===== config.mk =====
export PLATFORM = sky130hd
export DESIGN_NAME = mc_controller_p
export DESIGN_NICKNAME = d
export VERILOG_FILES = /design/src/rtl/mc_pkg.sv /design/src/rtl/mc_aludec.sv /design/src/rtl/mc_controller_p.sv
export SDC_FILE = /design/constraint.sdc
export NUM_CORES = 1
export LEC_CHECK = 0
export CORE_ASPECT_RATIO = 1.2
export CORE_MARGIN = 3
export CORE_UTILIZATION = 51
export CTS_CLUSTER_SIZE = 12
export DETAILED_ROUTE_END_ITERATION = 16
export GPL_TIMING_DRIVEN = 0
export PLACE_DENSITY_LB_ADDON = 0.25
export REMOVE_ABC_BUFFERS = 1
export SYNTH_ARGS = -nofsm -noshare
export SYNTH_HDL_FRONTEND = slang
export SYNTH_SLANG_ARGS = --single-unit
export TNS_END_PERCENT = 20

===== constraint.sdc =====
create_clock -name clk -period 5.2 [get_ports clk]
set_input_delay 1.04 -clock clk [delete_from_list [all_inputs] [get_ports clk]]
set_output_delay 1.04 -clock clk [all_outputs]
set_load 0.01 [all_outputs]

===== src/rtl/mc_pkg.sv =====
// rtl/mc_pkg.sv - shared types and encodings for the multicycle MIPS controller
package mc_pkg;

  typedef enum logic [3:0] {
    FETCH    = 4'd0,
    DECODE   = 4'd1,
    MEMADR   = 4'd2,
    MEMRD    = 4'd3,
    MEMWB    = 4'd4,
    MEMWR    = 4'd5,
    RTYPEEX  = 4'd6,
    RTYPEWB  = 4'd7,
    BEQEX    = 4'd8,
    BNEEX    = 4'd9,
    IMMEX    = 4'd10,
    IMMWB    = 4'd11,
    JEX      = 4'd12,
    TRAP     = 4'd13
  } mc_state_t;

  // Which flavour of ALU operation the current state asks for
  typedef enum logic [2:0] {
    ACLS_NONE  = 3'd0,
    ACLS_ADD   = 3'd1,
    ACLS_SUB   = 3'd2,
    ACLS_FUNCT = 3'd3,
    ACLS_IMM   = 3'd4
  } mc_alucls_t;

  localparam logic [5:0] OP_RTYPE = 6'b000000;
  localparam logic [5:0] OP_J     = 6'b000010;
  localparam logic [5:0] OP_BEQ   = 6'b000100;
  localparam logic [5:0] OP_BNE   = 6'b000101;
  localparam logic [5:0] OP_ADDI  = 6'b001000;
  localparam logic [5:0] OP_SLTI  = 6'b001010;
  localparam logic [5:0] OP_ANDI  = 6'b001100;
  localparam logic [5:0] OP_ORI   = 6'b001101;
  localparam logic [5:0] OP_LW    = 6'b100011;
  localparam logic [5:0] OP_SW    = 6'b101011;

  localparam logic [5:0] FN_ADD = 6'b100000;
  localparam logic [5:0] FN_SUB = 6'b100010;
  localparam logic [5:0] FN_AND = 6'b100100;
  localparam logic [5:0] FN_OR  = 6'b100101;
  localparam logic [5:0] FN_SLT = 6'b101010;

  localparam logic [2:0] ALU_AND = 3'b000;
  localparam logic [2:0] ALU_OR  = 3'b001;
  localparam logic [2:0] ALU_ADD = 3'b010;
  localparam logic [2:0] ALU_SUB = 3'b110;
  localparam logic [2:0] ALU_SLT = 3'b111;

  // Logical immediates take a zero-extended operand
  function automatic logic is_zext_op(input logic [5:0] op_in);
    return (op_in == OP_ANDI) || (op_in == OP_ORI);
  endfunction

endpackage


===== src/rtl/mc_aludec.sv =====
// rtl/mc_aludec.sv - maps state class, opcode and funct to the ALU control code
module mc_aludec
  import mc_pkg::*;
(
  input  logic [2:0] i_cls,
  input  logic [5:0] i_op,
  input  logic [5:0] i_funct,
  output logic [2:0] o_alucontrol
);

  // Pick the ALU operation; unknown funct/op fall back to ADD rather than trapping
  always_comb begin
    o_alucontrol = 3'b000;
    case (i_cls)
      ACLS_ADD: o_alucontrol = ALU_ADD;
      ACLS_SUB: o_alucontrol = ALU_SUB;
      ACLS_FUNCT: begin
        case (i_funct)
          FN_ADD:  o_alucontrol = ALU_ADD;
          FN_SUB:  o_alucontrol = ALU_SUB;
          FN_AND:  o_alucontrol = ALU_AND;
          FN_OR:   o_alucontrol = ALU_OR;
          FN_SLT:  o_alucontrol = ALU_SLT;
          default: o_alucontrol = ALU_ADD;
        endcase
      end
      ACLS_IMM: begin
        case (i_op)
          OP_ANDI: o_alucontrol = ALU_AND;
          OP_ORI:  o_alucontrol = ALU_OR;
          OP_SLTI: o_alucontrol = ALU_SLT;
          default: o_alucontrol = ALU_ADD;
        endcase
      end
      default: o_alucontrol = 3'b000;
    endcase
  end

endmodule


===== src/rtl/mc_controller_p.sv =====
// rtl/mc_controller_p.sv - multicycle MIPS control FSM with memory handshake and retire counter
module mc_controller_p
  import mc_pkg::*;
#(
  parameter int MEM_HANDSHAKE = 1,
  parameter int CNT_W         = 32
) (
  input  logic             clk,
  input  logic             reset,
  input  logic [5:0]       op,
  input  logic [5:0]       funct,
  input  logic             zero,
  input  logic             mem_ready,
  output logic             mem_req,
  output logic             pcen,
  output logic             memwrite,
  output logic             irwrite,
  output logic             regwrite,
  output logic             alusrca,
  output logic             iord,
  output logic             memtoreg,
  output logic             regdst,
  output logic             zeroext,
  output logic [1:0]       alusrcb,
  output logic [1:0]       pcsrc,
  output logic [2:0]       alucontrol,
  output logic             illegal,
  output logic [CNT_W-1:0] instret
);

  mc_state_t        r_state;
  logic [CNT_W-1:0] r_instret;
  logic             r_illegal;

  logic       w_ready;
  logic       w_pcen_raw;
  logic       w_irwrite_raw;
  mc_alucls_t w_alucls;

  // Without the handshake every memory access completes in one cycle
  assign w_ready = (MEM_HANDSHAKE != 0) ? mem_ready : 1'b1;

  // State register, sticky trap flag and retired-instruction counter
  always_ff @(posedge clk or posedge reset) begin
    if (reset) begin
      r_state   <= FETCH;
      r_instret <= '0;
      r_illegal <= 1'b0;
    end else begin
      case (r_state)
        FETCH: begin
          if (w_ready) r_state <= DECODE;
        end
        DECODE: begin
          case (op)
            OP_LW, OP_SW:                     r_state <= MEMADR;
            OP_RTYPE:                         r_state <= RTYPEEX;
            OP_BEQ:                           r_state <= BEQEX;
            OP_BNE:                           r_state <= BNEEX;
            OP_ADDI, OP_ANDI, OP_ORI, OP_SLTI: r_state <= IMMEX;
            OP_J:                             r_state <= JEX;
            default: begin
              r_state   <= TRAP;
              r_illegal <= 1'b1;
            end
          endcase
        end
        MEMADR: begin
          r_state <= (op == OP_SW) ? MEMWR : MEMRD;
        end
        MEMRD: begin
          if (w_ready) r_state <= MEMWB;
        end
        MEMWR: begin
          if (w_ready) begin
            r_state   <= FETCH;
            r_instret <= r_instret + CNT_W'(1);
          end
        end
        RTYPEEX: r_state <= RTYPEWB;
        IMMEX:   r_state <= IMMWB;
        MEMWB, RTYPEWB, IMMWB, BEQEX, BNEEX, JEX: begin
          r_state   <= FETCH;
          r_instret <= r_instret + CNT_W'(1);
        end
        TRAP: begin
          r_state   <= TRAP;
          r_illegal <= 1'b1;
        end
        default: r_state <= FETCH;
      endcase
    end
  end

  // Moore output decode; only the fetch enables and branch enable look at live inputs
  always_comb begin
    mem_req       = 1'b0;
    w_pcen_raw    = 1'b0;
    memwrite      = 1'b0;
    w_irwrite_raw = 1'b0;
    regwrite      = 1'b0;
    alusrca       = 1'b0;
    iord          = 1'b0;
    memtoreg      = 1'b0;
    regdst        = 1'b0;
    zeroext       = 1'b0;
    alusrcb       = 2'b00;
    pcsrc         = 2'b00;
    w_alucls      = ACLS_NONE;
    case (r_state)
      FETCH: begin
        mem_req       = 1'b1;
        alusrcb       = 2'b01;
        w_alucls      = ACLS_ADD;
        w_irwrite_raw = w_ready;
        w_pcen_raw    = w_ready;
      end
      DECODE: begin
        alusrcb  = 2'b11;
        w_alucls = ACLS_ADD;
      end
      MEMADR: begin
        alusrca  = 1'b1;
        alusrcb  = 2'b10;
        w_alucls = ACLS_ADD;
      end
      MEMRD: begin
        mem_req = 1'b1;
        iord    = 1'b1;
      end
      MEMWR: begin
        mem_req  = 1'b1;
        iord     = 1'b1;
        memwrite = 1'b1;
      end
      MEMWB: begin
        regwrite = 1'b1;
        memtoreg = 1'b1;
      end
      RTYPEEX: begin
        alusrca  = 1'b1;
        w_alucls = ACLS_FUNCT;
      end
      RTYPEWB: begin
        regwrite = 1'b1;
        regdst   = 1'b1;
      end
      BEQEX: begin
        alusrca    = 1'b1;
        w_alucls   = ACLS_SUB;
        pcsrc      = 2'b01;
        w_pcen_raw = zero;
      end
      BNEEX: begin
        alusrca    = 1'b1;
        w_alucls   = ACLS_SUB;
        pcsrc      = 2'b01;
        w_pcen_raw = ~zero;
      end
      IMMEX: begin
        alusrca  = 1'b1;
        alusrcb  = 2'b10;
        w_alucls = ACLS_IMM;
        zeroext  = is_zext_op(op);
      end
      IMMWB: begin
        regwrite = 1'b1;
        w_alucls = ACLS_IMM;
        zeroext  = is_zext_op(op);
      end
      JEX: begin
        w_pcen_raw = 1'b1;
        pcsrc      = 2'b10;
      end
      default: begin
        w_alucls = ACLS_NONE;
      end
    endcase
  end

  // Enables are masked while reset is held so nothing is written during reset
  assign pcen    = w_pcen_raw & ~reset;
  assign irwrite = w_irwrite_raw & ~reset;
  assign illegal = r_illegal;
  assign instret = r_instret;

  mc_aludec u_aludec (
    .i_cls        (w_alucls),
    .i_op         (op),
    .i_funct      (funct),
    .o_alucontrol (alucontrol)
  );

endmodule


==> results of run 1 <==
-- per-stage QoR --
stage	total power (µW)	hold slack, ps	utilization [%]	worst slack (ps)	area, µm²
global placement	889	459	71.1	736	2920
CTS	1160	492	74.0	1130	3030
detailed placement	897	474	71.1	1150	2920
floorplan	675	507	-	1960	2200
global route	1220	494	74.0	1030	3030
finish	1150	482	74.0	1140	3030
-- sequential cells by signal (all words and copies together), names as in the netlist --
register / flops
illegal: 1
instret: 32
r_state: 4
-- metal layers --
| metal | wire, µm | track usage, % | vias up |
|---|---|---|---|
| met5 | 0 | 0 | - |
| met4 | 118 | 11.0 | 0 |
| met3 | 333 | 5.23 | 13 |
| met2 | 2590 | 35.6 | 84 |
| met1 | 2200 | 23.5 | 982 |
| li1 | - | - | 1006 |
-- worst min-delay path by stage --
stage / endpoint / slack [ps] / cells past startpoint
floorplan: instret[31] / 510 / 1
global placement: instret[31] / 460 / 1
detailed placement: illegal / 470 / 2
CTS: illegal / 490 / 2
global route: instret[31] / 490 / 1
finish: illegal / 480 / 2
-- area by class of cell --
type	instances	area (µm²)
multi-input combinational	189	1240
fill	315	1070
sequential	37	926
timing repair buffer	65	651
clock buffer	7	86.3
tap	54	67.6
clock inverter	1	30.0
inverter	8	30.0
-- critical path: cells and delay by family --
| kind | cells | cell delay, ps |
|---|---|---|
| AO/OA/AOI/OAI | 1 | 60 |
| buffers and inverters | 2 | 1150 |
| AND/OR/NAND/NOR | 4 | 760 |
-- logic make-up (layout without fill, tap and decap cells) --
kind of cell    after synthesis  after routing  share of synthesized area [%]
flops                        37             37                           41.1
compound gates               39             39                           12.5
fa+ha+maj                     1              1                          0.555
mux                           1              1                          0.444
simple gates                116            116                           29.2
buf+inv                      19             81                           3.78
xor+xnor                     32             32                           12.4
-- Yosys cell counts, types with 2 or more instances --
library cell and n:
sky130_fd_sc_hd__xor2_1 5, sky130_fd_sc_hd__a21boi_0 2, sky130_fd_sc_hd__o32ai_1 2, sky130_fd_sc_hd__nand2b_1 5, sky130_fd_sc_hd__and4_1 4, sky130_fd_sc_hd__inv_1 7, sky130_fd_sc_hd__nor2_1 18, sky130_fd_sc_hd__xnor2_1 27
sky130_fd_sc_hd__a21oi_1 8, sky130_fd_sc_hd__nor4_1 2, sky130_fd_sc_hd__dfrtp_1 37, sky130_fd_sc_hd__o22ai_1 2, sky130_fd_sc_hd__nand3_1 17, sky130_fd_sc_hd__o21ai_0 8, sky130_fd_sc_hd__nand3b_1 2, sky130_fd_sc_hd__clkbuf_1 5
sky130_fd_sc_hd__nand2_1 27, sky130_fd_sc_hd__and3_1 5, sky130_fd_sc_hd__nand4_1 10, sky130_fd_sc_hd__a31oi_1 5, sky130_fd_sc_hd__buf_1 2, sky130_fd_sc_hd__nor3_1 9, sky130_fd_sc_hd__and2_1 3, sky130_fd_sc_hd__buf_2 2
-- power by group through the flow --
stage          clock, µW  combinational, µW  sequential, µW
2_1_floorplan          0                257             418
3_3_place_gp           0                457             432
3_5_place_dp           0                463             434
4_1_cts              263                467             428
5_1_grt              277                502             441
6_report             257                461             429
==> impl_summary.md, run 1 <==
CTS
The CTS tree is built. Clock-pin slew was measured on the worst setup and hold paths at 70 ps. The count of instances resized after the clock tree is built is 0. For the worst-skew pair, the clock arrives at the later sink with an insertion delay of 290 ps. The H-tree depth is 2. The cell at the root of the clock tree is sky130_fd_sc_hd__clkbuf_8.

In this run, CTS created clock tree buffers numbering 5. The clock tree buffer depth is 2. The total setup buffers inserted after CTS is 0.

The number of hold buffers added after CTS was 0. Counting every sink on the clock net gives 37.

Floorplan
The die outline area is 0.00525 mm². For this design the top-level I/O count stands at 66. The initial utilization of the core area, before any placement, comes to 55.0%. The overall die width is 66.7 µm. The die is 78.8 µm tall. In this run the core area contains 25 standard-cell rows. The area of the core is 0.00410 mm².

Layout
The share of layout cells above drive strength 1 is 5.54%. In the layout the commonest cells are 65 x sky130_fd_sc_hd__clkdlybuf4s50_1, 37 x sky130_fd_sc_hd__dfrtp_1, 27 x sky130_fd_sc_hd__xnor2_1, 27 x sky130_fd_sc_hd__nand2_1, 18 x sky130_fd_sc_hd__nor2_1. The most common cell after layout, fill and taps aside is sky130_fd_sc_hd__clkdlybuf4s50_1. The post-route non-filler standard cell count is 361. At the end of the flow, the number of nets in the layout was 323.

The antenna diode instance count is 0. The growth of design area from synthesis to finish is 34.6%.

Logic synthesis
The portion of synthesized cell area occupied by the leading cell type is 41.1%. Summed over all instances, the cell type with the most area after synthesis is sky130_fd_sc_hd__dfrtp_1. Yosys attributes the largest share of cell area to sky130_fd_sc_hd__dfrtp_1 41%, sky130_fd_sc_hd__xnor2_1 11%, sky130_fd_sc_hd__nand2_1 4.5%.

The share of the yosys chip area belonging to registers is 41.1%. After technology mapping, the gate count stands at 245. The post-synthesis instance area is 0.00225 mm². Counting flops with a built-in enable in the synthesized netlist gives 0. Dividing the synthesized area by the synthesized cell count gives 9.19 µm². The share of async-settable or async-resettable flops after synthesis is 100%.

The number of distinct library cells after synthesis is 55. The total number of yosys warnings is 0. The synthesis-stage register bit count is 37. The most instantiated flip-flop cell in the synthesis netlist is sky130_fd_sc_hd__dfrtp_1.

STA
Setup repair after global routing left no endpoint under its margin. The worst path in the final design needs a cycle of 4060 ps, including I/O delays and setup. The final hold violation count is 0. The highest attainable clock frequency is 246 MHz.

The post-route clock skew is 5.11 ps. The final number of max-transition violations was 0. Headroom to the max-slew limit came out at 47.0%.

Dividing the final minimum period by the clock period gives 78.1%. The setup violation total in the final timing report is 0. At the pin with the least slew margin, the transition time is 795 ps. The setup total negative slack is 0 ps.

Worst setup path
Walking the worst path, the cells encountered are clkdlybuf4s50_1 -> nor4_1 -> nand3_1 -> nand2_1 -> nand2_1 -> o41ai_1 -> clkdlybuf4s50_1. In this run the worst path has a maximum fanout of 11. The endpoint of the most critical register-to-register path is instret[31]. On the critical path, the stage with the largest delay is an instance of sky130_fd_sc_hd__clkdlybuf4s50_1.

The timing endpoint of the critical path is alucontrol[2]. The critical path is of the in -> out type. On the worst path, the slowest cell contributes a delay of 590 ps. The kind of start point of the critical path is an input pin.

STA puts the critical path data arrival time at 3020 ps. For the worst setup path, the data required time is 4160 ps. The startpoint of the most critical register-to-register path is r_state[3]. The type of element capturing the critical path is an output pin. The path depth of the worst reg2reg path is 5.

In this run the register-to-register setup slack is 2900 ps. The most critical setup path has its startpoint at op[2].

Place
The congestion estimate from routability-driven global placement came to 0.895. Counting tap cells, the placed design contains a total of 353 instances. Buffers placed on the I/O ports in this run total 65. The detailed placement HPWL is 3.84 mm.

Pwr
Per report_power, the clock group accounts for 22.4% of the total. The power density of the placed cells is 378 mW/mm². The net switching power is 416 µW. The proportion of power drawn by combinational gates is 40.2%.

The internal portion of total power is 731 µW. The analysis attributes to cell leakage a power of 0.00122 µW. The maximum VDD drop is 0.264 mV. In this run switching power makes up 36.3% of total power. The sequential share of power is 37.4%.

Routing
For this block, the routed nets add up to 5.24 mm of wire. After detailed routing, the number of remaining DRC violations is 0. After detailed routing, the average wire length per cell comes to 14.5 µm. The via count is 2085. The pre-antenna-repair detailed-routing pass consisted of 4 iterations. The ratio of routed vias to standard cells is 5.78. The number of DRC markers in iteration 0 is 168. Once detail routing completed, the nets flagged for antenna violations numbered 0.

Global routing
For this run the aggregate overflow at the end of global routing stands at 0. The number of global-route vias before repair is 1998. Entering global routing, the biggest net connects 39 pins. The first global-routing pass estimated 8.72 mm of wire. The initial antenna violation count is 0. The combined global-route utilization of all metal layers is 20.9%.

Hold path
The kind of path behind the tightest hold check is reg -> reg. The worst hold path begins at illegal.

Status
The run finished with clean final reports.

Run
The number of max-cap violations is 0.
No activity file was read; power rests on OpenSTA's default activity.
==> run 2, diff against run 1 <==
CORE_UTILIZATION = 48   (was 51)
clock period = 3.8 ns   (was 5.2 ns; I/O delays follow)
==> impl_summary.md, run 2 (same netlist as run 1, synthesis figures left out) <==
Global routing
The first-pass GRT wire length is 9.00 mm (+3.2%). The maximum number of pins on one net before global-route repair was 39 (unchanged). The number of global-route vias before repair was 2010 (+0.60%). The initial antenna violation count is 0 (unchanged). The combined global-route utilization of all metal layers came to 20.9% (+0.028 points). The aggregate global routing overflow is 0 (unchanged).

CTS
The number of buffers added to fix hold violations after cts was 0 (unchanged). The count of instances resized after the clock tree is built is 0 (unchanged). The clock tree buffer depth came to 2 (unchanged).

The H-tree depth is 2 (unchanged). Clock tree synthesis selected as its root buffer the cell sky130_fd_sc_hd__clkbuf_8. The total setup buffers inserted after CTS came to 0 (unchanged). The number of buffers created by CTS was 5 (unchanged). The clock transition at the register clock pins on the worst setup and hold paths after CTS came to 70 ps (about the same). The insertion delay of the later-clocked pin in the worst-skew pair came to 280 ps (about the same). The CTS tree is built. The number of sinks driven by the clock tree was 37 (unchanged).

Layout
The share of layout cells above drive strength 1 is 5.23% (-0.31 points). Relative to the synthesized area, the layout overhead comes to 33.4%. The post-route non-filler standard cell count is 362 (+0.28%). The final net count is 323 (unchanged). The most common cell after layout, fill and taps aside is sky130_fd_sc_hd__clkdlybuf4s50_1. The number of flip-flops under the largest register name came to 32 (unchanged). The antenna diode instance count is 0 (unchanged).

The final standard cell utilization of the core is 68.4% (-5.6 points). Leaving out fill and tap cells, the most frequent cells in the layout are 65 x sky130_fd_sc_hd__clkdlybuf4s50_1, 37 x sky130_fd_sc_hd__dfrtp_1, 27 x sky130_fd_sc_hd__xnor2_1, 27 x sky130_fd_sc_hd__nand2_1, 18 x sky130_fd_sc_hd__nor2_1. The total of fill cells in the finished design came to 384 (+22%).

STA
The final hold violation count came to 0 (unchanged). The post-route clock skew is 4.17 ps (-0.946 ps). The transition at the pin with the smallest max-transition slack is 825 ps (+29.8 ps). The final number of max-transition violations was 0 (unchanged). Setup repair after global routing left no endpoint under its margin. The clock period could shrink to 3530 ps. The worst slew margin relative to its limit is 45.0% (-2.0 points). The worst hold slack across all endpoints is 482 ps (-0.338 ps). The setup violation total in the final timing report came to 0 (unchanged). The final cycle utilization of the critical path is 92.8%. The setup total negative slack was 0 ps (unchanged).

The highest attainable clock frequency is 284 MHz. The least setup slack across all paths after layout is 275 ps (-866 ps).

Status
The flow ran to the end, and the final reports show no timing, DRC or antenna violations.

Routing
The detailed-route wire length on metal 1 is 2.23 mm (+1.6%). The ratio of routed vias to standard cells is 5.74 (-0.66%). The number of DRC markers in iteration 0 is 105 (-38%).

In this run the top signal layer used is met4. The routed wire length per instance was 14.6 µm (+0.28%). The detailed-router iteration count before antenna repair is 4 (unchanged).

The residual antenna-violating net count after detailed routing is 0 (unchanged). The final routed wirelength across all metal layers is 5.27 mm (+0.55%). The sum of met3 wire segment lengths after detailed routing is 273 µm (-18%).

The via count is 2077 (-0.38%). The remaining design rule violation count is 0 (unchanged). The detailed route wirelength on metal2 is 2.66 mm (+2.6%).

Worst setup path
The timing endpoint of the critical path is alucontrol[2]. The maximum fanout encountered on the critical timing path is 20 (+9). The kind of start point of the critical path is a register. The total stage count of the critical path is 5 (-2). The worst setup path startpoint is r_state[3].

The data required time of the worst path is 3040 ps (-1120 ps). On the critical path, the stage with the largest delay is an instance of sky130_fd_sc_hd__dfrtp_1. The signal on the critical path passes through inv_2 -> nand2_1 -> or4b_1 -> o41ai_1 -> clkdlybuf4s50_1.

The count of buffering cells on the critical path with inverters included is 2 (unchanged). The critical path class is reg -> out. The stage delay of the slowest cell on the critical path is 630 ps (+40 ps). The path depth of the worst reg2reg path was 5 (unchanged).

The startpoint of the most critical register-to-register path is r_state[3]. The worst-case register-to-register setup slack is 1530 ps (-1370 ps). The endpoint of the most critical register-to-register path is instret[29]. The worst path arrival time is 2770 ps (-250 ps).

STA classifies the critical path endpoint as an output pin. Among cell families on the critical path, the largest total delay comes from buffers and inverters.

Place
The final weighted congestion in routability-driven placement is 0.801 (-11%). The detailed placement HPWL was 3.84 mm (+0.15%). The number of cells after detailed placement was 355 (+0.57%).

The count of buffers from port buffering is 65 (unchanged). The worst slack after detailed placement came to 353 ps (-793 ps).

Run
The number of max-cap violations is 0 (unchanged).

Floorplan
The cell row count was 26 (+4.0%). The die outline area is 0.00555 mm² (+5.7%). The starting density of the core is 51.3% (-3.7 points). The number of primary I/O pins was 66 (unchanged). The area of the core is 0.00439 mm² (+7.2%). The overall die width came to 68.5 µm (+2.8%).

The die height came to 81.0 µm (+2.8%).

Pwr
The standby leakage power is 0.00121 µW (-1.2%). The maximum VDD drop is 0.436 mV (+65%). The power density of the placed cells is 496 mW/mm² (+31%).

Hold path
The tightest min-delay check is of the reg -> reg type.
-- run 2: changes by cell type in the layout (fill, tap and decap cells not counted), sizes merged --
cell and delta:
bufinv -1
-- run 2: where the power goes --
part           internal, µW  switching (µW)
Sequential              442             146
Clock                   144             123
Combinational           344             292
Total                   930             561
-- run 2: cell type report --
class                   instances  area (µm²)  area share, %
multi-input cells             189        1240           41.3
inverters                       8        30.0           1.00
flip-flops and latches         37         926           30.8
repair buffers                 65         651           21.7
clock buffers                   7        86.3           2.87
well taps                      56        70.1           2.33
-- run 2: worst min-delay path by stage --
stage                           start          end  cells past startpoint
after floorplan           instret[31]  instret[31]                      1
after global placement    instret[31]  instret[31]                      1
after detailed placement  instret[31]  instret[31]                      1
after CTS                 instret[31]  instret[31]                      1
after global routing          illegal      illegal                      2
final                     instret[31]  instret[31]                      1
-- run 2: per-layer routing --
metal	GRT usage, %	up-vias
li1	-	1006
met1	24.7	992
met2	36.3	71
met3	4.70	8
met4	7.36	0
met5	0	-
-- run 2: per-stage QoR --
stage / total power (µW) / instance area, µm²
after global routing: 1590 / 3000
final: 1490 / 3000
after detailed placement: 1230 / 2920
after floorplan: 924 / 2200
after CTS: 1500 / 3000
after global placement: 1220 / 2920
